===== src/rtl/tender_pkg.sv =====
// rtl/tender_pkg.sv - shared constants, group-index type and shift helper for the TENDER dequantizer
//
// Purpose : constants common to the dequantizer top and its lane shifter.
//           DW      - signed quantized element width
//           NUM_GRP - channel groups; group 0 is the outlier group (largest scale)
//           GIW     - group-index width
//           OW      - rescaled element width (DW + NUM_GRP - 1, never overflows)
//           shamt() - left-shift amount that brings group g onto the group-0 scale
package tender_pkg;

  localparam int DW      = 8;
  localparam int NUM_GRP = 4;
  localparam int GIW     = $clog2(NUM_GRP);
  localparam int OW      = DW + NUM_GRP - 1;

  typedef logic [GIW-1:0] grp_idx_t;

  function automatic int shamt(input grp_idx_t g);
    return NUM_GRP - 1 - int'(g);
  endfunction

endpackage


===== src/rtl/tender_lane_shift.sv =====
// rtl/tender_lane_shift.sv - per-lane sign-extend, group clamp and rescale shift
//
// Purpose : combinational rescale of one int8 element to the outlier-group scale.
// Ports   : q   in  DW  signed quantized element
//           g   in  GIW group index of this lane's channel
//           y   out OW  sign_extend(q) <<< (NUM_GRP-1-g)
//           oor out 1   group index was out of range and got clamped
module tender_lane_shift
  import tender_pkg::*;
(
  input  logic [DW-1:0] q,
  input  grp_idx_t      g,
  output logic [OW-1:0] y,
  output logic          oor
);

  logic [GIW:0]         g_wide;
  grp_idx_t             g_eff;
  logic signed [OW-1:0] q_ext;

  always_comb begin
    // Compare one bit wider than the index so the range check is meaningful
    // whether or not NUM_GRP is a power of two.
    g_wide = {1'b0, g};
    oor    = (g_wide >= (GIW+1)'(NUM_GRP));
    g_eff  = oor ? grp_idx_t'(NUM_GRP - 1) : g;
    q_ext  = {{(OW-DW){q[DW-1]}}, q};
    y      = q_ext <<< shamt(g_eff);
  end

endmodule


===== src/rtl/tender_group_dequant.sv =====
// rtl/tender_group_dequant.sv - TENDER channel-group dequantizer, two-stage stream pipeline
//
// Purpose : accepts rows of CH int8 channels, VEC per beat, looks up each channel's
//           group, rescales to the outlier-group scale and streams the result out.
// Ports   : clk, rstn                   clock, async active-low reset
//           cfg_we/cfg_addr/cfg_grp     group-table write (honoured only when idle)
//           in_valid/in_ready/in_data   input beat, lane i at [i*DW +: DW]
//           out_valid/out_ready/out_data/out_last  output beat, lane i at [i*OW +: OW]
//           row_cnt                     completed rows emitted (wraps)
//           busy                        row in progress or pipeline non-empty
//           err                         sticky: rejected config write or clamped group
module tender_group_dequant
  import tender_pkg::*;
#(
  parameter int VEC = 4,
  parameter int CH  = 16,
  parameter int CHW = $clog2(CH)
) (
  input  logic              clk,
  input  logic              rstn,
  input  logic              cfg_we,
  input  logic [CHW-1:0]    cfg_addr,
  input  grp_idx_t          cfg_grp,
  input  logic              in_valid,
  output logic              in_ready,
  input  logic [VEC*DW-1:0] in_data,
  output logic              out_valid,
  input  logic              out_ready,
  output logic [VEC*OW-1:0] out_data,
  output logic              out_last,
  output logic [15:0]       row_cnt,
  output logic              busy,
  output logic              err
);

  grp_idx_t          tbl [CH];
  logic [CHW-1:0]    ch_ptr;

  logic              s1_valid;
  logic [VEC*DW-1:0] s1_data;
  grp_idx_t          s1_grp [VEC];
  logic              s1_last;

  logic [VEC*OW-1:0] lane_y;
  logic [VEC-1:0]    lane_oor;

  logic              s1_adv;
  logic              s2_adv;
  logic              accept;
  logic              cfg_apply;

  assign s2_adv   = !out_valid || out_ready;
  assign s1_adv   = !s1_valid || s2_adv;
  assign in_ready = rstn && s1_adv;
  assign accept   = in_valid && in_ready;
  assign busy     = (ch_ptr != '0) || s1_valid || out_valid;
  // An accepted beat makes the block busy in the same cycle, so a write that
  // coincides with the first beat of a row is rejected too.
  assign cfg_apply = cfg_we && !busy && !accept;

  for (genvar i = 0; i < VEC; i++) begin : g_lane
    tender_lane_shift u_shift (
      .q   (s1_data[i*DW +: DW]),
      .g   (s1_grp[i]),
      .y   (lane_y[i*OW +: OW]),
      .oor (lane_oor[i])
    );
  end

  always_ff @(posedge clk or negedge rstn) begin
    if (!rstn) begin
      for (int c = 0; c < CH; c++) tbl[c] <= '0;
      ch_ptr    <= '0;
      s1_valid  <= 1'b0;
      s1_data   <= '0;
      for (int i = 0; i < VEC; i++) s1_grp[i] <= '0;
      s1_last   <= 1'b0;
      out_valid <= 1'b0;
      out_data  <= '0;
      out_last  <= 1'b0;
      row_cnt   <= '0;
      err       <= 1'b0;
    end else begin
      if (cfg_apply) tbl[cfg_addr] <= cfg_grp;

      err <= err || (cfg_we && !cfg_apply) || (s1_valid && s2_adv && (|lane_oor));

      if (accept) begin
        ch_ptr <= (ch_ptr == CHW'(CH - VEC)) ? '0 : ch_ptr + CHW'(VEC);
      end

      if (s1_adv) begin
        s1_valid <= accept;
        if (accept) begin
          s1_data <= in_data;
          for (int i = 0; i < VEC; i++) s1_grp[i] <= tbl[ch_ptr + CHW'(i)];
          s1_last <= (ch_ptr == CHW'(CH - VEC));
        end
      end

      if (s2_adv) begin
        out_valid <= s1_valid;
        if (s1_valid) begin
          out_data <= lane_y;
          out_last <= s1_last;
        end
      end

      if (out_valid && out_ready && out_last) row_cnt <= row_cnt + 16'd1;
    end
  end

endmodule


===== config.mk =====
export PLATFORM = sky130hd
export DESIGN_NAME = tender_group_dequant
export DESIGN_NICKNAME = d
export VERILOG_FILES = /design/src/rtl/tender_pkg.sv /design/src/rtl/tender_lane_shift.sv /design/src/rtl/tender_group_dequant.sv
export SDC_FILE = /design/constraint.sdc
export NUM_CORES = 1
export LEC_CHECK = 0
export ABC_CLOCK_PERIOD_IN_PS = 2850
export CORE_MARGIN = 3
export CORE_UTILIZATION = 45
export DETAILED_ROUTE_END_ITERATION = 10
export DONT_BUFFER_PORTS = 1
export HOLD_SLACK_MARGIN = 0.02
export PLACE_DENSITY = 0.62
export SETUP_SLACK_MARGIN = 0.2
export SYNTH_ARGS = -nofsm -noshare
export SYNTH_HDL_FRONTEND = slang
export SYNTH_HIERARCHICAL = 1
export SYNTH_SLANG_ARGS = --single-unit

===== constraint.sdc =====
create_clock -name clk -period 2.85 [get_ports clk]
set_clock_uncertainty 0.2 [all_clocks]
set_input_delay 0.1425 -clock clk [delete_from_list [all_inputs] [get_ports clk]]
set_output_delay 0.1425 -clock clk [all_outputs]
set_load 0.01 [all_outputs]

==> results of run 1 <==
## critical path, cell delays in order (launching register included)
cell and delay (ns):
dfrtp_1 0.56, inv_1 0.14, ha_1 0.16, nor3b_4 0.35, nand2_1 0.14, or3_1 0.44
mux2_2 0.29
## power groups by stage
stage                     Clock (mW)  Combinational, mW  Sequential, mW
final                           2.30               1.17            3.05
after global routing            2.44               1.31            3.12
after CTS                       2.34               1.18            3.05
after detailed placement           0               1.08            3.09
after global placement             0               1.05            3.06
after floorplan                    0               1.13            2.82
## area by class of cell
| class | count | share of cell area |
|---|---|---|
| flip-flops and latches | 139 | 0.450 |
| multi-input cells | 382 | 0.367 |
| repair buffers | 56 | 0.0715 |
| clock buffers | 24 | 0.0610 |
| well taps | 180 | 0.0291 |
| clock inverters | 7 | 0.0180 |
| inverters | 8 | 0.00388 |
## cell usage in the layout, fill, tap and decap left out, drive strengths merged, types with 4 or more instances in the layout
cell         instances
nand3               14
inv                  8
bufinv               4
clkbuf              24
nand4                5
mux2i               56
nand2b               4
xor2                 7
dfrtp              139
and3                 8
nor2b                7
mux4                 8
xnor2                8
nand2              140
nor3                 5
dlygate4sd3         53
conb                 4
mux2                82
nor2                17
## state kept, by name, summed over array words and instances, names as in the netlist
| signal | cells |
|---|---|
| ch_ptr | 2 |
| err | 1 |
| out_data | 44 |
| out_last | 1 |
| out_valid | 1 |
| row_cnt | 16 |
| s1_data | 32 |
| s1_grp | 8 |
| s1_last | 1 |
| s1_valid | 1 |
| tbl | 32 |
## cell families (layout without fill, tap and decap cells)
logic type      Yosys count  count (layout)  share of synthesized area
xor+xnor                 15              15                     0.0200
flops                   139             139                      0.531
simple gates            210             210                      0.142
fa+ha+maj                 3               3                    0.00573
other cells               4               4                    0.00229
buf+inv                  43              95                     0.0393
mux                     146             146                      0.256
compound gates            4               4                    0.00401
## worst max path at each step
stage	startpoint	endpoint	depth (start not counted)
2_1_floorplan	ch_ptr[2]	tbl[24]	8
3_3_place_gp	ch_ptr[3]	tbl[1]	6
3_5_place_dp	ch_ptr[3]	tbl[1]	6
4_1_cts	out_valid	s1_data[25]	5
5_1_grt	ch_ptr[3]	tbl[25]	6
6_report	ch_ptr[3]	tbl[1]	6
## per-stage QoR
stage                     instances   util
after detailed placement        712  0.469
final                           796  0.551
after CTS                       796  0.550
after floorplan                 564      -
after global placement          712  0.469
after global routing            796  0.551
## repair_timing
| action | CTS | global route |
|---|---|---|
| endpoints found under the setup margin | 0 | 23 |
| gates resized for setup | 0 | 2 |
| hold endpoints to repair | 217 | 139 |
| setup buffers | 0 | 0 |
## routing by layer
metal  vias up  track usage
met5         -            0
met4         0       0.0700
met3        19       0.0522
met2       100        0.283
met1      2099        0.246
li1       1985            -
==> summary.md, run 1 <==
| Metric | Value |
|---|---|
| Lkg Pwr | 3.61 nW |
| Worst slack, placed | 0.319 ns |
| Pwr per Cell Area | 842 mW/mm^2 |
| Reg2reg end | tbl[1] |
| Setup TNS | 0 ns |
| Violated checks | negative hold slack |
| Max-slew headroom | 0.586 |
| I/O pin cnt | 108 |
| CTS buffer count | 17 |
| DRT iter0 DRCs | 192 |
| Root Buffer | clkbuf_16 |
| Worst Path Class, Setup | register to register |
| Clock Power Share | 0.353 |
| Final WS setup | 0.459 ns |
| Initial antenna violation count | 0 |
| Highest clock rate | 418 MHz |
| Number of fill cells | 1185 |
| Register clock-pin slew on the reported worst setup and hold paths | 0.06 ns |
| VDD IR max | 392 uV |
| CP Max Fanout | 10 |
| Vias in the first global route | 4529 |
| Vias | 4203 |
| Final setup fails | 0 |
| Antenna Cells | 0 |
| Area after DPL | 0.00658 sq mm |
| DRT met1 WL | 6260 um |
| First drt pass iteration count | 4 |
| Post-synth net total | 610 |
| Worst min path class | input port to asynchronous set/reset pin |
| First-pass GRT wire length | 23400 um |
| Final hold vios | 139 |
| Register area | 0.00348 sq mm |
| Die Footprint | 0.0160 sq mm |
| Final Cell Area | 0.00773 sq mm |
| Setup slack, reg-to-reg | 0.46 ns |
| Die width | 127 um |
| Int Pwr | 4.67 mW |
| Origin of the critical flop-to-flop path | ch_ptr[3] |
| Power Total | 6.51 mW |
| Worst EP required | 2.95 ns |
| Maxcap violations | 0 |
| Outcome | complete, but fails checks |
| Post-Syn Area | 0.00655 sq mm |
| Min cycle time layout | 2.39 ns |
| Met2 WL post-DR | 6510 um |
| Layout cells sized above 1 | 0.211 |
| Synth area leaders | dfrtp_1, mux2_2, mux2i_1, nand2_1, mux4_2 |
| GRT Util Overall | 0.183 |
| Flop pwr share | 0.468 |
| Most used DFF post-synth | dfrtp_1 |
| IO Port Bufs | 0 |
| DRT antenna net count | 0 |
| CP Launch Type | register |
| Synthesized flop and latch total | 139 |
| Grt ovf | 0 |
| WHS | -0.772 ns |
| Sw Ratio | 0.283 |
| WL met3 | 761 um |
| Top sig layer | met4 |
| Share of the synthesized area in the top cell type | 0.531 |
| Largest net degree at the start of global routing | 144 |
| Reg2Reg Depth | 6 |
| Post-DR wirelength/cell | 17.3 um |
| GPL Wtd Cong | 0.795 |
| DRC | 0 |
| CTS tree | yes |
| EDFF count, synth | 0 |
| Post-Syn Instances | 564 |
| Multi-input gate area | 0.00284 sq mm |
| Row cnt | 43 |
| Switching power | 1.85 mW |
| Combinational share of power | 0.179 |
| DPL Wire Length | 8920 um |
| Actual slew at the worst max-slew pin | 0.620 ns |
| Post-synth cell types | 36 |
| Worst Path Arrival | 2.49 ns |
| Register area share after synthesis | 0.531 |
| Die Ht | 127 um |
| Synth-to-layout area growth | 18.0% |
| CTS Sinks | 139 |
| Unrepaired setup endpoints after global routing | false |
| Worst-skew pair later-pin latency | 0.42 ns |
| Crit. End Element | register |
| # nets final | 650 |
| Ys Warns | 6 |
| Vias/cell | 5.28 |
| Initial Util | 0.467 |
| Fin crit share | 0.839 |
| Hold buffer count at CTS | 53 |
| Most frequent cell after synthesis | nand2_1 |
| Post-synth top area cell | dfrtp_1 |
| Routed wire length | 13800 um |
| CTS max path bufs | 2 |
| Ys async rst share | 1.00 |
| Commonest cells in the netlist | nand2_1, dfrtp_1, mux2_2 |
| Core Area | 0.0140 sq mm |
| H-tree levels | 4 |
| Avg Cell Area, Syn | 11.6 sq um |
| Max-slew violations | 0 |
No activity file was read; power rests on OpenSTA's default activity.
==> inputs of run 2 (changes only) <==
--- a/config.mk
+++ b/config.mk
@@ -5,7 +5,7 @@
 export SDC_FILE = /design/constraint.sdc
 export NUM_CORES = 1
 export LEC_CHECK = 0
-export ABC_CLOCK_PERIOD_IN_PS = 2850
+export ABC_CLOCK_PERIOD_IN_PS = 2460
 export CORE_MARGIN = 3
 export CORE_UTILIZATION = 45
 export DETAILED_ROUTE_END_ITERATION = 10
==> constraint.sdc (replaced) <==
create_clock -name clk -period 2.46 [get_ports clk]
set_clock_uncertainty 0.2 [all_clocks]
set_input_delay 0.123 -clock clk [delete_from_list [all_inputs] [get_ports clk]]
set_output_delay 0.123 -clock clk [all_outputs]
set_load 0.01 [all_outputs]
==> run 2 against run 1 <==
The flow still finishes with violations (negative hold slack). Flip-flop and latch count is the same. Cell count is 0.63% lower. Final area is 1.6% lower. Setup slack got worse by 0.13 ns. Combinational power rose by 16%. Critical path depth unchanged. Clock power about the same. Routed wire length shrank 4.0%. Die area unchanged. Non-clock buffer count is 5 lower. Largest cell class unchanged.
==> summary.md, run 2 (synthesized netlist as in run 1, its figures left out) <==
| Metric | Value |
|---|---|
| Die Ht | 127 um |
| Worst-skew pair later-pin latency | 0.41 ns |
| Maxcap violations | 0 |
| Non-Filler Instances | 791 |
| Die Footprint | 0.0160 sq mm |
| Vias | 4128 |
| Flop pwr share | 0.486 |
| Fin crit share | 0.865 |
| Worst Path Arrival | 2.23 ns |
| WHS | -0.792 ns |
| Final setup fails | 0 |
| DRC | 0 |
| CTS tree | yes |
| Combinational share of power | 0.190 |
| Int Pwr | 5.08 mW |
| Initial Util | 0.467 |
| Unrepaired setup endpoints after global routing | false |
| Max reg flops | 44 |
| CTS Sinks | 139 |
| Lkg Pwr | 3.55 nW |
| Worst EP required | 2.56 ns |
| Number of fill cells | 1231 |
| Max-slew headroom | 0.608 |
| Regs by FF count | out_data: 44 flops, s1_data: 32 flops, tbl: 32 flops |
| GRT Util Overall | 0.173 |
| Layout cells sized above 1 | 0.223 |
| VDD IR max | 527 uV |
| Worst Path Class, Setup | register to register |
| First drt pass iteration count | 4 |
| CP Launch Type | register |
| Initial antenna violation count | 0 |
| # nets final | 645 |
| CP Max Fanout | 7 |
| Final WS setup | 0.331 ns |
| Min cycle time layout | 2.13 ns |
| GPL Wtd Cong | 0.772 |
| CTS max path bufs | 2 |
| Highest clock rate | 470 MHz |
| Sw Ratio | 0.292 |
| Post-layout util | 0.542 |
| Antenna Cells | 0 |
| Root Buffer | clkbuf_16 |
| Worst min path class | input port to asynchronous set/reset pin |
| Clock Power Share | 0.324 |
| Hold buffer count at CTS | 44 |
| Outcome | complete, but fails checks |
| DRT iter0 DRCs | 194 |
| Final hold vios | 139 |
| H-tree levels | 4 |
| CTS buffer count | 17 |
| Actual slew at the worst max-slew pin | 0.587 ns |
| Pwr per Cell Area | 943 mW/mm^2 |
| Largest net degree at the start of global routing | 144 |
| Synth-to-layout area growth | 16.1% |
| IO Port Bufs | 0 |
| Die width | 127 um |
| Most common cell after layout, fill and taps aside | nand2_1 |
| Register clock-pin slew on the reported worst setup and hold paths | 0.06 ns |
| Setup TNS | 0 ns |
| Worst slack, placed | 0.242 ns |
| Post-Place Cells | 716 |
| Top reg by flops | out_data |
| I/O pin cnt | 108 |
| Post-CTS setup buffers | 0 |
| DPL Wire Length | 8820 um |
| Switching power | 2.10 mW |
| Row cnt | 43 |
| Vias in the first global route | 4356 |
| Grt ovf | 0 |
| Violated checks | negative hold slack |
| Vias/cell | 5.22 |
| DRT antenna net count | 0 |
| Crit. End Element | register |
| First-pass GRT wire length | 22300 um |
| Max-slew violations | 0 |
| Most frequent cells in the layout | nand2_1, dfrtp_1, mux2_2 |
| Core Area | 0.0140 sq mm |
| Routed wire length | 13200 um |
| Post-DR wirelength/cell | 16.7 um |
[run 2: cell type report]
class | count | area [sq um] | area share
multi-input cells | 382 | 2830 | 0.372
well taps | 180 | 225 | 0.0296
inverters | 8 | 30.0 | 0.00395
flip-flops and latches | 139 | 3480 | 0.457
repair buffers | 51 | 505 | 0.0664
clock buffers | 23 | 468 | 0.0615
clock inverters | 8 | 70.1 | 0.00921
[run 2: through the flow]
stage / hold WS, ns / instance area, sq um / power [mW]
after floorplan: -0.373 / 6560 / 4.57
after global placement: -0.368 / 6630 / 4.77
after detailed placement: -0.368 / 6630 / 4.84
after CTS: -0.816 / 7600 / 7.28
after global routing: -0.820 / 7610 / 7.58
final: -0.792 / 7610 / 7.18
[run 2: worst paths after layout]
kind                       slack, ns      endpoint  depth (start not counted)        start
setup / recovery                0.33        tbl[0]                          6    ch_ptr[3]
hold / removal                 -0.79  out_data[34]                          0         rstn
setup reg to reg                0.33        tbl[0]                          6    ch_ptr[3]
hold reg to reg                 0.28       s1_last                          2      s1_last
max in group asynchronous       2.64     out_valid                          0         rstn
min in group clk                0.07       tbl[19]                          3  cfg_addr[3]
[run 2: power by group through the flow]
stage	Combinational [mW]	Sequential, mW	Clock (mW)
floorplan	1.31	3.26	0
global placement	1.26	3.51	0
detailed placement	1.30	3.53	0
CTS	1.38	3.50	2.40
global route	1.51	3.57	2.50
finish	1.36	3.49	2.32
[run 2: metal layers]
layer  up-vias  track usage  share of wire
li1       1964            -              -
met1      2051        0.227           0.46
met2       105        0.268           0.47
met3         8       0.0619          0.061
met4         0       0.0599         0.0091
met5         -            0              0
[run 2: worst max-delay path, cell delays in order (launching register included)]
cell     delay [ns]
dfrtp_1        0.37
inv_1          0.07
ha_1           0.15
nor3b_4        0.35
nand2_1        0.13
or3_1          0.44
mux2_2         0.29
[run 2: timing repair]
action / CTS / global route
gates resized for setup: 0 / 2
endpoints found under the setup margin: 0 / 27
hold endpoints to repair: 214 / 139
==> inputs of run 3 (changes only) <==
--- a/config.mk
+++ b/config.mk
@@ -11,7 +11,7 @@
 export DETAILED_ROUTE_END_ITERATION = 10
 export DONT_BUFFER_PORTS = 1
 export HOLD_SLACK_MARGIN = 0.02
-export PLACE_DENSITY = 0.62
+export PLACE_DENSITY = 0.7
 export SETUP_SLACK_MARGIN = 0.2
 export SYNTH_ARGS = -nofsm -noshare
 export SYNTH_HDL_FRONTEND = slang
==> run 3 against run 2 <==
The run still ends with negative hold slack left. Setup slack got worse by 0.067 ns. Largest power group unchanged. Core utilization is 1.4 points higher. Power is 5.6% higher. Critical endpoint is now err.
==> summary.md, run 3 (synthesized netlist as in run 1, its figures left out) <==
| Metric | Value |
|---|---|
| Core Area | 0.0140 sq mm |
| Pwr per Cell Area | 972 mW/mm^2 |
| Final WS setup | 0.264 ns |
| Crit path cell chain | nand3b_1, nand3_2, dlygate4sd3_1, nand2_1, a211o_1 |
| Post-CTS setup buffers | 0 |
| CTS max path bufs | 2 |
| Highest clock rate | 455 MHz |
| Regs by FF count | out_data: 44 flops, s1_data: 32 flops, tbl: 32 flops |
| Min cycle time layout | 2.20 ns |
| Crit. End Element | register |
| Grt ovf | 0 |
| CP Max Fanout | 7 |
| Worst slack, placed | 0.350 ns |
| CTS Sinks | 139 |
| Max reg flops | 44 |
| Setup TNS | 0 ns |
| Initial antenna violation count | 0 |
| Reg2Reg Depth | 5 |
| CP Launch Type | register |
| Most common cell after layout, fill and taps aside | nand2_1 |
| Maxcap violations | 0 |
| Reg2reg end | err |
| Worst-skew pair later-pin latency | 0.41 ns |
| I/O pin cnt | 108 |
| Largest net degree at the start of global routing | 144 |
| Vias/cell | 5.31 |
| Vias | 4255 |
| DRT iter0 DRCs | 193 |
| Register area | 0.00348 sq mm |
| Vias in the first global route | 4633 |
| Row cnt | 43 |
| Worst Path Arrival | 2.30 ns |
| Slowest stage delay, CP | 0.59 ns |
| Most frequent cells in the layout | nand2_1, dfrtp_1, mux2_2 |
| WHS | -0.804 ns |
| Worst Path Class, Setup | register to register |
| First-pass GRT wire length | 23300 um |
| Root Buffer | clkbuf_16 |
| Actual slew at the worst max-slew pin | 0.648 ns |
| Setup slack, reg-to-reg | 0.26 ns |
| First drt pass iteration count | 5 |
| CTS buffer count | 17 |
| Power Total | 7.58 mW |
| Fin crit share | 0.893 |
| Unrepaired setup endpoints after global routing | false |
| IO Port Bufs | 0 |
| DRC | 0 |
| Final hold vios | 139 |
| Final setup fails | 0 |
| Worst min path class | input port to asynchronous set/reset pin |
| Die Footprint | 0.0160 sq mm |
| Number of fill cells | 1158 |
| # nets final | 655 |
| Register clock-pin slew on the reported worst setup and hold paths | 0.06 ns |
| Multi-input gate area | 0.00283 sq mm |
| Violated checks | negative hold slack |
| Synth-to-layout area growth | 19.1% |
| DRT antenna net count | 0 |
| Antenna Cells | 0 |
| CTS tree | yes |
| Die Ht | 127 um |
| Initial Util | 0.467 |
| Die width | 127 um |
| GPL Wtd Cong | 0.782 |
| Routed wire length | 13500 um |
| H-tree levels | 4 |
| VDD IR max | 554 uV |
| Lkg Pwr | 3.64 nW |
| Worst EP required | 2.56 ns |
| Max-slew violations | 0 |
| DPL Wire Length | 8850 um |
| Max-slew headroom | 0.565 |
| Layout cells sized above 1 | 0.228 |
| Top reg by flops | out_data |
| Post-DR wirelength/cell | 16.8 um |
| Origin of the critical flop-to-flop path | out_valid |
| GRT Util Overall | 0.181 |
| Slowest cell on crit path | dlygate4sd3_1 |
| Outcome | complete, but fails checks |
-- run 3: cell types whose count changed in the layout (fill, tap and decap cells not counted), sizes merged --
cell         delta
dlygate4sd3     +9
bufinv          +3
clkbuf          -3
buf             +1
clkinv          +1
-- run 3: through the flow --
stage	util	cells	instance area, sq um
detailed placement	0.472	717	6630
CTS	0.555	801	7790
floorplan	-	564	6560
global placement	0.472	717	6630
finish	0.556	802	7800
global route	0.556	802	7800
-- run 3: power breakdown --
part | internal, mW | switching [mW] | total [mW] | leakage (nW)
Combinational | 0.859 | 0.533 | 1.39 | 1.52
Clock | 1.77 | 0.940 | 2.71 | 0.312
Sequential | 2.82 | 0.665 | 3.48 | 1.80
Total | 5.44 | 2.14 | 7.58 | 3.64
-- run 3: critical path, delay by kind of cell, from the launching register on --
kind / cells / cell delay (ns)
buffers and inverters: 1 / 0.59
AOI/OAI and AO/OA: 1 / 0.29
DFF: 1 / 0.47
and+or+nand+nor: 3 / 0.53
-- run 3: area by class of cell --
type | count | share of cell area
timing repair buffer | 61 | 0.0778
clock buffer | 20 | 0.0598
inverter | 8 | 0.00385
tap | 180 | 0.0289
clock inverter | 12 | 0.0216
multi-input combinational | 382 | 0.362
sequential | 139 | 0.446
-- run 3: worst max path at each step --
stage	slack (ns)	to	depth (start not counted)	start
floorplan	0.24	tbl[0]	7	ch_ptr[2]
global placement	0.41	row_cnt[15]	4	out_valid
detailed placement	0.35	row_cnt[15]	4	out_valid
CTS	0.21	s1_data[18]	6	out_valid
global route	0.21	err	5	out_valid
finish	0.26	err	5	out_valid
-- run 3: what timing repair did --
item	4_1_cts	5_1_grt
gates resized for setup	0	2
endpoints found under the hold margin	221	140
hold buffers	52	1
endpoints found under the setup margin	0	9
-- run 3: layer usage --
layer | up-vias | global-route usage | share of wire
met2 | 102 | 0.292 | 0.49
met3 | 22 | 0.0543 | 0.049
li1 | 1989 | - | -
met5 | - | 0 | 0
met1 | 2142 | 0.226 | 0.43
met4 | 0 | 0.0776 | 0.025
